[src/rtl/deser_arb_pkg.sv]
// Shared types and constants for the deserializer arbiter.
// Frame length is fixed to the deserializer word width.
package deser_arb_pkg;

    localparam int FRAME_LEN = 16;
    localparam int WORD_W    = 16;
    localparam int CNT_W     = $clog2(FRAME_LEN);

    typedef enum logic [1:0] {
        IDLE  = 2'd0,
        XFER  = 2'd1,
        DRAIN = 2'd2
    } state_t;

    // Increment modulo n; safe for non-power-of-2 requester counts.
    function automatic int wrap_inc(input int idx, input int n);
        return (idx + 1 >= n) ? 0 : idx + 1;
    endfunction

endpackage

[src/rtl/rr_arbiter.sv]
// Combinational round-robin pick: first requester at or after ptr, wrapping mod N.
// Zero latency; no backpressure, the caller owns the pointer register.
module rr_arbiter #(
    parameter  int N  = 4,
    localparam int IW = $clog2(N)
) (
    input  logic [N-1:0]  req,
    input  logic [IW-1:0] ptr,
    output logic [N-1:0]  gnt,
    output logic [IW-1:0] gnt_idx
);

    always_comb begin
        int   cand;
        logic found;
        gnt     = '0;
        gnt_idx = '0;
        found   = 1'b0;
        cand    = 0;
        for (int i = 0; i < N; i++) begin
            cand = int'(ptr) + i;
            if (cand >= N) begin
                cand = cand - N;
            end
            if (!found && req[cand]) begin
                found     = 1'b1;
                gnt[cand] = 1'b1;
                gnt_idx   = IW'(cand);
            end
        end
    end

endmodule

[src/rtl/deser_arbiter.sv]
// Shares one 16-bit deserializer among N_SRC serial lanes, one frame per grant; bits forwarded with 0 latency.
// Word tagged with source ID 2 cycles after the 16th bit; frames stretch over data_val_i gaps, no buffering.
module deser_arbiter
    import deser_arb_pkg::*;
#(
    parameter  int N_SRC = 4,
    localparam int ID_W  = $clog2(N_SRC)
) (
    input  logic              clk_i,
    input  logic              srst_i,
    input  logic [N_SRC-1:0]  req_i,
    input  logic [N_SRC-1:0]  data_i,
    input  logic [N_SRC-1:0]  data_val_i,
    output logic [N_SRC-1:0]  gnt_o,
    output logic              ser_data_o,
    output logic              ser_data_val_o,
    input  logic [WORD_W-1:0] deser_data_i,
    input  logic              deser_data_val_i,
    output logic [WORD_W-1:0] word_o,
    output logic [ID_W-1:0]   word_id_o,
    output logic              word_val_o,
    output logic              busy_o
);

    state_t           state;
    logic [CNT_W-1:0] bit_cnt;
    logic [ID_W-1:0]  ptr;
    logic [ID_W-1:0]  g_idx;
    logic [N_SRC-1:0] arb_gnt;
    logic [ID_W-1:0]  arb_idx;

    rr_arbiter #(
        .N (N_SRC)
    ) u_rr_arbiter (
        .req     (req_i),
        .ptr     (ptr),
        .gnt     (arb_gnt),
        .gnt_idx (arb_idx)
    );

    // Only the granted lane reaches the deserializer, and only while a frame is open.
    always_comb begin
        ser_data_o     = 1'b0;
        ser_data_val_o = 1'b0;
        if (state == XFER) begin
            ser_data_o     = data_i[g_idx];
            ser_data_val_o = data_val_i[g_idx];
        end
    end

    assign busy_o = (state != IDLE);

    always_ff @(posedge clk_i) begin
        if (srst_i) begin
            state      <= IDLE;
            bit_cnt    <= '0;
            ptr        <= '0;
            g_idx      <= '0;
            gnt_o      <= '0;
            word_o     <= '0;
            word_id_o  <= '0;
            word_val_o <= 1'b0;
        end else begin
            word_val_o <= 1'b0;
            case (state)
                IDLE: begin
                    if (|req_i) begin
                        gnt_o <= arb_gnt;
                        g_idx <= arb_idx;
                        ptr   <= ID_W'(wrap_inc(int'(arb_idx), N_SRC));
                        state <= XFER;
                    end
                end
                XFER: begin
                    if (ser_data_val_o) begin
                        if (bit_cnt == CNT_W'(FRAME_LEN - 1)) begin
                            bit_cnt <= '0;
                            gnt_o   <= '0;
                            state   <= DRAIN;
                        end else begin
                            bit_cnt <= bit_cnt + CNT_W'(1);
                        end
                    end
                end
                DRAIN: begin
                    if (deser_data_val_i) begin
                        word_o     <= deser_data_i;
                        word_id_o  <= g_idx;
                        word_val_o <= 1'b1;
                        state      <= IDLE;
                    end
                end
                default: state <= IDLE;
            endcase
        end
    end

endmodule
[config.mk]
export PLATFORM = sky130hd
export DESIGN_NAME = deser_arbiter
export DESIGN_NICKNAME = d
export VERILOG_FILES = /design/src/rtl/deser_arb_pkg.sv /design/src/rtl/rr_arbiter.sv /design/src/rtl/deser_arbiter.sv
export SDC_FILE = /design/constraint.sdc
export NUM_CORES = 1
export LEC_CHECK = 0
export BUFFER_PORTS_ARGS = -buffer_cell sky130_fd_sc_hd__clkbuf_2
export CORE_ASPECT_RATIO = 2
export CORE_MARGIN = 2
export CORE_UTILIZATION = 54
export DETAILED_ROUTE_END_ITERATION = 8
export GPL_ROUTABILITY_DRIVEN = 0
export PLACE_DENSITY = 0.86
export SETUP_SLACK_MARGIN = 0.1
export SLEW_MARGIN = 25
export SYNTH_ARGS = -nofsm -noshare
export SYNTH_HDL_FRONTEND = slang
export SYNTH_SLANG_ARGS = --single-unit
[constraint.sdc]
create_clock -name clk_i -period 6.84 [get_ports clk_i]
set_input_delay 1.368 -clock clk_i [delete_from_list [all_inputs] [get_ports clk_i]]
set_output_delay 1.368 -clock clk_i [all_outputs]
set_load 0.02 [all_outputs]
; Yosys cells after proc, flatten, opt, wreduce, memory -nomap -nowiden
; Cells that the tools add are included.
[classes]
n_addsub = 9
n_mul = 0
n_div = 0
n_lt_le_gt_ge = 14
n_eq_ne = 7
shift = 0
muxes = 53
n_bitwise = 4
n_reduce_logical = 20
[op_table]
columns = cell, count
row1 = $ge 32x1->1 const B, 4
row2 = $lt 32x4->1 const B, 4
row3 = $mux 32, 4
row4 = $ge 32x4->1 const B, 3
row5 = $sub 32x4->32 const B, 3
row6 = $mux 4, 8
row7 = $mux 1, 20
row8 = $mux 2, 9
row9 = $bmux 1 s2, 6
row10 = $or 4x4->4, 3
row11 = $demux 1 s2, 4
row12 = $pmux 4 s2, 1
row13 = $reduce_and 4->1, 2
row14 = $logic_and 1x1->1, 7
row15 = $add 2x1->3 const B, 2
row16 = $add 2x2->3 const B, 2
row17 = $ne 2x2->1 const B, 3
row18 = $pmux 2 s3, 1
row19 = $reduce_and 2->1, 3
row20 = $add 4x1->4 const B, 1
row21 = $eq 4x4->1 const B, 1
row22 = $reduce_bool 2->1, 2
row23 = $reduce_or 4->1, 1
row24 = $sub 2x3->4 const B, 1
row25 = 10 further kinds, 12
[totals]
reg_bits = 33
latch_bits = 0
ramBits = 0
mem_bits_ro = 0
inputBits = 31
output_inout_bits = 26
memories = 0

; Logic depth before layout (Yosys ltp)
[logic_depth]
word_depth = 18
depth_mapped = 9
depth_no_buf = 7

; By module
; From an unflattened synthesis, not the netlist that was laid out.
[unflattened]
hier_cells = 220
area_unflattened_um2 = 1866.8
[by_module_without_submodules]
columns = module, instances, cells_per_inst, area_each_um2
row1 = deser_arbiter, 1, 152, 1340.0
row2 = rr_arbiter, 1, 68, 526.8

; Worst setup path before layout
; Ideal clock, no wire load.
[synth_path]
kind = input-to-output
start = input port data_val_i[3]
end = output port ser_data_val_o
arrival_ps = 2134
required_ps = 5472
path_slack_ps = 3338
path_stages = 3
path_buffers = 0
path_cell_list = mux4_2 -> nand2_1 -> inv_1
[synth_between]
elab_chain_len = 3
[synth_lines]
columns = element, line
row1 = from (decl), deser_arbiter.sv:13  ; input logic [N_SRC-1:0] data_val_i,
row2 = $bmux 1 s2, deser_arbiter.sv:47  ; ser_data_val_o = data_val_i[g_idx];
row3 = $mux 1 (not written as such), deser_arbiter.sv:47
row4 = $mux 1, deser_arbiter.sv:45  ; if (state == XFER) begin
row5 = to (decl), deser_arbiter.sv:16  ; output logic ser_data_val_o,
; Every way passes these cells. The select of a mux whose other input is x is not followed.

; Worst setup path in the final report
[layout_path]
start = input port data_val_i[2]
end = output port ser_data_val_o
; Same word-level chain as after synthesis.

==> impl_metrics.env <==
export IMPL_hold_viol=0
export IMPL_cts_tree="yes"
export IMPL_internal_power_mw=0.3916
export IMPL_die_w_um=44.99
export IMPL_viasPerCell=5.798
export IMPL_area_growth_pct=18.62
export IMPL_yosys_top_cells_area="dfxtp_1 36%, nand2_1 9.9%, a21oi_1 6.6%, mux4_2 5.0%, mux2i_1 4.4%"
export IMPL_portBuffers=56
export IMPL_cts_hold_buffers=0
export IMPL_power_density_nw_per_um2=272.0
export IMPL_grt_pass1_vias=1654
export IMPL_max_freq_ghz=0.2661
export IMPL_period_minus_slack_ps=3758
export IMPL_synthArstFlopShare_pct=0
export IMPL_numCtsBuffers=5
export IMPL_slew_headroom_pct=53.82
export IMPL_worst_path_max_fanout=6
export IMPL_drive_above_1_share_pct=32.18
export IMPL_gr_total_overflow=0
export IMPL_worstSetupEndpointType="primary output"
export IMPL_critPathArrivalTime_ps=2390
export IMPL_antenna_left=0
export IMPL_drcViolationCount=0
export IMPL_root_buffer="clkbuf_8"
export IMPL_synth_most_common_cell="nand2_1"
export IMPL_synth_flop_cell="dfxtp_1"
export IMPL_grt_usage_pct=23.85
export IMPL_clk_latency_ps=290
export IMPL_synthesis_nets=246
export IMPL_finalNetCount=296
export IMPL_clkPwrFrac_pct=27.5
export IMPL_p_leak_nw=0.9036
export IMPL_pin_count=57
export IMPL_cap_violations=0
export IMPL_via_count=1693
export IMPL_cts_max_level=2
export IMPL_clock_path_buffers=2
export IMPL_cts_setup_buffers=0
export IMPL_cp_start_kind="primary input"
export IMPL_drt_iter0_drc=34
export IMPL_r2r_slack_ps=3730
export IMPL_synth_area_um2=1814
export IMPL_seqPwrFrac_pct=38.7
export IMPL_core_um2=3193
export IMPL_finClkSkew_ps=5.695
export IMPL_synthCells=210
export IMPL_synth_area_per_cell_um2=8.639
export IMPL_die_area_um2=3867
export IMPL_placementRows=29
export IMPL_wl_per_cell_um=14.17
export IMPL_ys_seq_area_share_pct=36.41
export IMPL_cts_sinks=33
export IMPL_synth_edf_count=0
export IMPL_ys_warnings_count=0
export IMPL_dp_cells=284
export IMPL_hold_path_class="reg2reg"
export IMPL_ys_seq_elements=33
export IMPL_grt_pass1_wl_mm=6.927
export IMPL_cp_common_cell="clkbuf_2"
export IMPL_firstDrtPassIters=4
export IMPL_required_ps=5470
export IMPL_rsz0062_at_grt="no"
export IMPL_max_stage_delay_ps=500
export IMPL_yosysTopAreaCellShare_pct=36.41
export IMPL_final_core_util_pct=67.40
export IMPL_path_class="in2out"
export IMPL_finalCritPeriodShare_pct=54.94
export IMPL_slowest_stage="mux4_2"
export IMPL_fill_cells=277
export IMPL_p_sw_share_pct=33.11
export IMPL_die_h_um=85.97
export IMPL_wl_mm=4.139
export IMPL_setup_violations=0
export IMPL_critPathBufInv=3
export IMPL_hpwlAfterDp_mm=3.167
export IMPL_yosysTopAreaCell="dfxtp_1"
export IMPL_vdd_drop_max_mv=0.1805
export IMPL_grt_max_degree=33
export IMPL_crit_path_cell_trace="clkbuf_2, mux4_2, nand2_1, inv_1, clkbuf_2"
export IMPL_netlist_top_cells_count="48 x nand2_1, 33 x dfxtp_1, 24 x a21oi_1"
export IMPL_fin_tns_setup_ps=0
export IMPL_slew_violations=0
export IMPL_worst_pin_slew_ps=692.0
export IMPL_final_cells=292
export IMPL_status="completed"
export IMPL_p_sw_mw=0.1938
export IMPL_diodes=0
export IMPL_p_comb_share_pct=33.8
export IMPL_path_clk_slew_ps=60
export IMPL_synth_distinct_cells=49
export IMPL_antenna_found_initial=0
export IMPL_cts_resized=0
export IMPL_cp_top_family="multiplexers"
export IMPL_start_util_pct=56.82
==> placed cells by master, fill, tap and decap left out, drive strengths merged, types with 2 or more instances in the layout <==
cell,count
o211ai,2
a21oi,24
or2,4
and2,2
nand2,48
inv,8
mux2i,8
nor4,4
a22o,4
nor2,10
or3,2
mux4,5
clkbuf,63
ha,5
mux2,3
dfxtp,33
o221ai,4
nor3,6
nor2b,2
o21ai,2
a31oi,2
nand3,2
==> metal layers <==
layer	routed length [µm]	GRT usage, %
met5	0	0
met4	145	15.24
met3	190	4.632
met2	2299	41.82
met1	1505	23.93
==> power groups by stage <==
stage	Sequential, mW	Combinational [mW]	Clock (mW)
final	0.227	0.198	0.161
after global placement	0.230	0.189	0
after detailed placement	0.230	0.197	0
after CTS	0.226	0.198	0.164
after floorplan	0.229	0.163	0
after global routing	0.229	0.220	0.172
==> worst reg2reg max path: cells and delay by family (launching register included) <==
family | cells | cell delay (ps)
mux | 2 | 940
flops | 1 | 680
fa+ha+maj | 1 | 560
compound gates | 2 | 460
buf+inv | 1 | 270
simple gates | 1 | 110
==> path summary, 6_finish.rpt <==
kind / startpoint / end / cells after the start
hold reg to reg: word_o[11] / word_o[11] / 2
setup reg to reg: register / ptr[1] / 7
hold / removal: word_o[11] / word_o[11] / 2
setup / recovery: data_val_i[2] / ser_data_val_o / 5
==> metrics by stage <==
| stage | hold WS [ps] | power [mW] | setup slack, ps | instance area (µm²) |
|---|---|---|---|---|
| floorplan | 453.2 | 0.3922 | 3338 | 1814 |
| global placement | 441.9 | 0.4193 | 3092 | 2048 |
| detailed placement | 446.8 | 0.4274 | 3074 | 2051 |
| CTS | 455.4 | 0.5885 | 3074 | 2152 |
| global route | 469.2 | 0.6208 | 2995 | 2152 |
| finish | 451.4 | 0.5855 | 3082 | 2152 |
==> sequential cells by signal, indices dropped and copies added (netlist names), named ones only <==
| name | count |
|---|---|
| g_idx | 2 |
| word_id_o | 2 |
| word_val_o | 1 |
| bit_cnt | 4 |
| word_o | 16 |
| state | 2 |
| gnt_o | 4 |
| ptr | 1 |
==> logic make-up (layout without fill, tap and decap cells) <==
kind of cell               after synthesis  count (layout)  synth area share (%)
AOI/OAI and AO/OA                       47              47                 16.90
muxes                                   16              16                 12.90
adders and majority gates                5               5                 3.448
DFF                                     33              33                 36.41
and+or+nand+nor                         87              87                 23.52
xor gates and xnor gates                 1               1                0.4828
buffers and inverters                   21              72                 6.344
==> area by class of cell <==
| type | count | area (µm²) | share of cell area, % |
|---|---|---|---|
| inverter | 8 | 30.03 | 1.395 |
| timing repair buffer | 56 | 280.3 | 13.02 |
| sequential | 33 | 660.6 | 30.70 |
| clock inverter | 1 | 5.005 | 0.2326 |
| tap | 31 | 38.79 | 1.802 |
| multi-input combinational | 156 | 1041 | 48.37 |
| clock buffer | 7 | 96.34 | 4.477 |
No activity file was read; power rests on OpenSTA's default activity.
